$ cat src/rtl/timer_pkg.sv
// Shared definitions for the timer reload sequencer: default widths and the
// reload FSM state encoding.
package timer_pkg;

  localparam int DATA_W_DEF = 32;
  localparam int CNT_W_DEF  = 64;

  typedef enum logic [1:0] {
    IDLE    = 2'b00,
    LOAD_LO = 2'b01,
    LOAD_HI = 2'b10
  } reload_state_e;

endpackage

$ cat src/rtl/timer_match_det.sv
// Compare-match detector: flags only the cycle where cnt first equals cmp_val,
// so a counter parked on the compare value yields a single event.
module timer_match_det
  import timer_pkg::*;
#(
  parameter int CNT_W = CNT_W_DEF
) (
  input  logic             sys_clk,
  input  logic             sys_rst_n,
  input  logic [CNT_W-1:0] cnt,
  input  logic [CNT_W-1:0] cmp_val,
  input  logic             timer_en,
  output logic             match_evt
);

  logic match;
  logic match_q;

  assign match = (cnt == cmp_val);

  // match_q tracks the raw compare even while disabled, so re-enabling on a
  // parked counter does not fire.
  always_ff @(posedge sys_clk) begin
    if (!sys_rst_n) begin
      match_q <= 1'b0;
    end else begin
      match_q <= match;
    end
  end

  assign match_evt = match & ~match_q & timer_en;

endmodule

$ cat src/rtl/timer_reload_ctrl.sv
// Compare-match status and two-beat auto-reload sequencer for the 64-bit
// timer; shares the counter write port with software, which always wins.
module timer_reload_ctrl
  import timer_pkg::*;
#(
  parameter int DATA_W = DATA_W_DEF,
  parameter int CNT_W  = CNT_W_DEF
) (
  input  logic              sys_clk,
  input  logic              sys_rst_n,
  input  logic [CNT_W-1:0]  cnt,
  input  logic              timer_en,
  input  logic [CNT_W-1:0]  cmp_val,
  input  logic [CNT_W-1:0]  reload_val,
  input  logic              periodic,
  input  logic              int_en,
  input  logic              int_clr,
  input  logic              sw_tdr0_wr_sel,
  input  logic              sw_tdr1_wr_sel,
  input  logic [DATA_W-1:0] sw_wdata_cnt,
  output logic              tdr0_wr_sel,
  output logic              tdr1_wr_sel,
  output logic [DATA_W-1:0] wdata_cnt,
  output logic              cnt_hold,
  output logic              oneshot_stop,
  output logic              int_st,
  output logic              reload_ovr,
  output logic              tim_int,
  output logic [1:0]        dbg_state
);

  // Handshake: the counter write port has no back-pressure; a strobe high in
  // a cycle means the counter captures wdata_cnt on that cycle's rising edge.

  reload_state_e state_q;
  logic          int_st_q;
  logic          reload_ovr_q;
  logic          oneshot_q;
  logic          match_evt;
  logic          sw_wr;

  timer_match_det #(
    .CNT_W(CNT_W)
  ) u_match_det (
    .sys_clk  (sys_clk),
    .sys_rst_n(sys_rst_n),
    .cnt      (cnt),
    .cmp_val  (cmp_val),
    .timer_en (timer_en),
    .match_evt(match_evt)
  );

  assign sw_wr = sw_tdr0_wr_sel | sw_tdr1_wr_sel;

  always_ff @(posedge sys_clk) begin
    if (!sys_rst_n) begin
      state_q      <= IDLE;
      int_st_q     <= 1'b0;
      reload_ovr_q <= 1'b0;
      oneshot_q    <= 1'b0;
    end else begin
      oneshot_q <= match_evt & ~periodic;
      // A new match outranks a simultaneous clear so no event is lost.
      if (match_evt) begin
        int_st_q <= 1'b1;
      end else if (int_clr) begin
        int_st_q <= 1'b0;
      end
      case (state_q)
        IDLE: begin
          if (match_evt && periodic) begin
            state_q <= LOAD_LO;
          end
        end
        LOAD_LO: begin
          if (sw_wr) begin
            state_q      <= IDLE;
            reload_ovr_q <= 1'b1;
          end else begin
            state_q <= LOAD_HI;
          end
        end
        LOAD_HI: begin
          state_q <= IDLE;
          if (sw_wr) begin
            reload_ovr_q <= 1'b1;
          end
        end
        default: begin
          state_q <= IDLE;
        end
      endcase
    end
  end

  always_comb begin
    tdr0_wr_sel = 1'b0;
    tdr1_wr_sel = 1'b0;
    wdata_cnt   = '0;
    if (sw_wr) begin
      tdr0_wr_sel = sw_tdr0_wr_sel;
      tdr1_wr_sel = sw_tdr1_wr_sel;
      wdata_cnt   = sw_wdata_cnt;
    end else if (state_q == LOAD_LO) begin
      tdr0_wr_sel = 1'b1;
      wdata_cnt   = reload_val[DATA_W-1:0];
    end else if (state_q == LOAD_HI) begin
      tdr1_wr_sel = 1'b1;
      wdata_cnt   = reload_val[CNT_W-1:DATA_W];
    end
  end

  assign cnt_hold     = (state_q != IDLE) & ~sw_wr;
  assign oneshot_stop = oneshot_q;
  assign int_st       = int_st_q;
  assign reload_ovr   = reload_ovr_q;
  assign tim_int      = int_st_q & int_en;
  assign dbg_state    = state_q;

endmodule

$ cat config.mk
export PLATFORM = sky130hd
export DESIGN_NAME = timer_reload_ctrl
export DESIGN_NICKNAME = d
export VERILOG_FILES = /design/src/rtl/timer_pkg.sv /design/src/rtl/timer_match_det.sv /design/src/rtl/timer_reload_ctrl.sv
export SDC_FILE = /design/constraint.sdc
export NUM_CORES = 1
export LEC_CHECK = 0
export CAP_MARGIN = 10
export CORE_AREA = 2 2 106 108
export CTS_CLUSTER_DIAMETER = 100
export CTS_CLUSTER_SIZE = 24
export DETAILED_ROUTE_END_ITERATION = 7
export DIE_AREA = 0 0 108 110
export PLACE_DENSITY_LB_ADDON = 0.05
export SLEW_MARGIN = 20
export SYNTH_ARGS = -nofsm -noshare
export SYNTH_HDL_FRONTEND = slang
export SYNTH_SLANG_ARGS = --single-unit
$ cat constraint.sdc
create_clock -name sys_clk -period 3.1 [get_ports sys_clk]
set_clock_uncertainty 0.05 [all_clocks]
set_input_delay 0.62 -clock sys_clk [delete_from_list [all_inputs] [get_ports sys_clk]]
set_output_delay 0.62 -clock sys_clk [all_outputs]
set_load 0.1 [all_outputs]
==> qor.yml <==
cts:
  cts_tree: "done"
  cts_root_buffer: "clkbuf_8"
  cts_sinks: 6
  clkLatencyLatePin_ps: 220
  numCtsBuffers: 3
  postCtsHoldBufs: 0
  htree_levels: 1
  path_clk_slew_ps: 40
  cts_resized: 0
  cts_setup_buffers: 0
  cts_max_path_buffers: 2
placed_design:
  dpl.hpwl_um: 8752
  dp.cells: 701
  io_buffer_count: 272
  placed_cell_area_sq_mm: 0.005336
  routabilityCongestion: 0.7567
timing:
  setup_viol: 0
  setup_tns_ps: 0
  slew_headroom_pct: 73.93
  tightestPinTransition_ps: 387.8
  slew_violations: 0
  finalCritPeriodShare_pct: 86.41
  finalCriticalPeriod_ps: 2679
  rsz0062_at_grt: "no"
  fmax_mhz: 373.3
  finalHoldViolations: 0
setup_path:
  critPathCaptureType: "output port"
  cp_max_fo: 20
  worst-path-buf-inv: 3
  crit_chain: "clkdlybuf4s50_1 -> or2_4 -> buf_12 -> o21ai_2 -> buf_12"
  cp_top_family: "buffers and inverters"
  cp-startpoint: "sw_tdr1_wr_sel"
  start_kind: "input pin"
  crit_required_ps: 2430
  setup.worst_path.class: "in -> out"
  cpPeakStageDelay_ps: 440
  worst_ep_arrival_time_ps: 2010
  path_common_cell: "buf_12"
  cp_slowest_cell: "clkdlybuf4s50_1"
  r2r_start: "dbg_state[1]"
pwr:
  p_leak_nw: 2.116
  ir_drop_v: 0.00009183
  finalPower_mw: 1.004
  power.density_mw_per_mm2: 186.8
grt:
  grt_pass1_vias: 2978
  grt_pass1_wl_um: 14510
  grt_use_total_pct: 15.46
  grt_start_max_net_pins: 35
  overflow: 0
  antenna_found_initial: 0
run:
  maxCapViolCount: 0
status:
  outcome: "complete, no violations"
route:
  route.detailed.drc: 0
  drt_iter0_drc: 83
  viasPerCell: 4.192
  post_drt_wl_per_cell_um: 13.80
  vias: 2951
  ant_nets: 0
  finalWirelength_um: 9718
  drt_first_pass_iters: 4
logic_synthesis:
  synth_flop_cell: "dfxtp_1"
  yosysWarnings: 0
  ys_top_cells_by_count: "nand2_1 (69), xor2_1 (64), a21oi_1 (34), nor2_1 (34), o21ai_0 (32)"
  yosysSeqAreaShare_pct: 6.857
  async_reset_ff_share_pct: 0
  avgSynthCellArea_sq_um: 5.878
  synth_edf_count: 0
  synth_area_leader_cell: "xor2_1"
  synthCells: 298
  yosys-top-cells-area: "xor2_1 (32%), nand2_1 (15%), a21oi_1 (9.7%), o21ai_0 (9.1%), nor2_1 (7.3%)"
  synth_area_sq_mm: 0.001752
  ys_types: 24
  syn-num-nets: 534
  synth_top_area_share_pct: 32.00
  ys_ff_latch: 6
  synth_most_common_cell: "nand2_1"
min_path:
  hold_class: "reg -> reg"
  min_from: "int_st"
die:
  initial_core_util_pct: 16.37
  rows: 38
  die_h_um: 110
  die_w_um: 108
  ios: 273
  die_area_sq_mm: 0.01188
  coreArea_sq_mm: 0.01070
cells_and_area:
  finalNonFillerCells: 704
  area_delta_synth_final_pct: 207.0
  drive_gt1_share_pct: 16.13
  diodes: 0
  fin_area_sq_mm: 0.005378
  nNetsFinal: 802
==> where the power goes <==
part           switching [mW]  internal, mW  leakage (nW)
Clock                  0.0332        0.0834        0.0216
Sequential                  0        0.0776        0.0493
Combinational           0.373         0.437          2.05
Total                   0.407         0.598          2.12
==> worst register-to-register path, stage by stage, from the launching register on <==
cell and delay [ps]:
dfxtp_2 340, inv_1 80, ha_2 170, buf_4 320
nand3_1 130, mux2i_1 140
==> metrics by stage <==
stage               setup slack (ps)  util [%]  hold slack (ps)
finish                         421.3     50.27            452.6
global route                   343.5     50.27            484.1
CTS                            407.1     50.27            462.3
detailed placement             376.1     49.88            456.1
global placement               419.1     49.88            444.4
floorplan                      13.05         -            444.5
==> layout make-up <==
cell class	instances	area (sq um)
Clock buffer	3	41.29
Inverter	4	15.01
Timing Repair Buffer	280	3156
Fill cell	1055	5320
Sequential cell	6	122.6
Multi-Input combinational cell	271	1868
Tap cell	140	175.2
==> worst paths after layout <==
check                                     to  slack [ps]  depth (start not counted)
worst max register to register  dbg_state[1]        1780                          5
worst max-delay path            wdata_cnt[7]         420                          5
worst min-delay path                  int_st         450                          2
worst min register to register        int_st         450                          2
==> registers in the layout, indices dropped and copies added (netlist names) <==
signal	cells
u_match_det.match_q	1
oneshot_stop	1
dbg_state	2
int_st	1
reload_ovr	1
==> per-layer routing <==
layer	GRT usage [%]	vias to the layer above	routed length, um
met4	3.755	0	159
li1	-	1532	-
met3	5.467	12	1062
met2	31.00	151	5232
met5	0	-	0
met1	14.99	1256	3263
==> cells in the final DEF (no fill, tap or decap) <==
cell type	count
a21boi_0	1
a21o_1	1
a21oi_1	34
a31oi_1	1
and2_1	1
and2_2	1
buf_12	38
buf_4	11
clkbuf_8	3
clkdlybuf4s50_1	231
dfxtp_1	4
dfxtp_2	2
ha_1	3
ha_2	1
inv_1	4
mux2i_1	1
nand2_1	69
nand2b_1	1
nand3_1	2
nand4_1	4
nor2_1	33
nor2_2	1
nor2b_1	2
nor3b_1	1
nor4_1	16
nor4_2	1
o21ai_2	7
o21ai_4	25
or2_4	1
xor2_1	64
==> cells by family (layout without fill, tap and decap cells) <==
kind of cell	count (synthesis)	after routing	share of synthesized area [%]
AND/OR/NAND/NOR	133	133	33.14
AO/OA/AOI/OAI	69	69	20.07
XOR/XNOR	64	64	32.00
buffers and inverters	21	287	4.500
flip-flops	6	6	6.857
adder cells (fa/ha/maj)	4	4	2.857
multiplexers	1	1	0.5715
No activity file was read; power rests on OpenSTA's default activity.
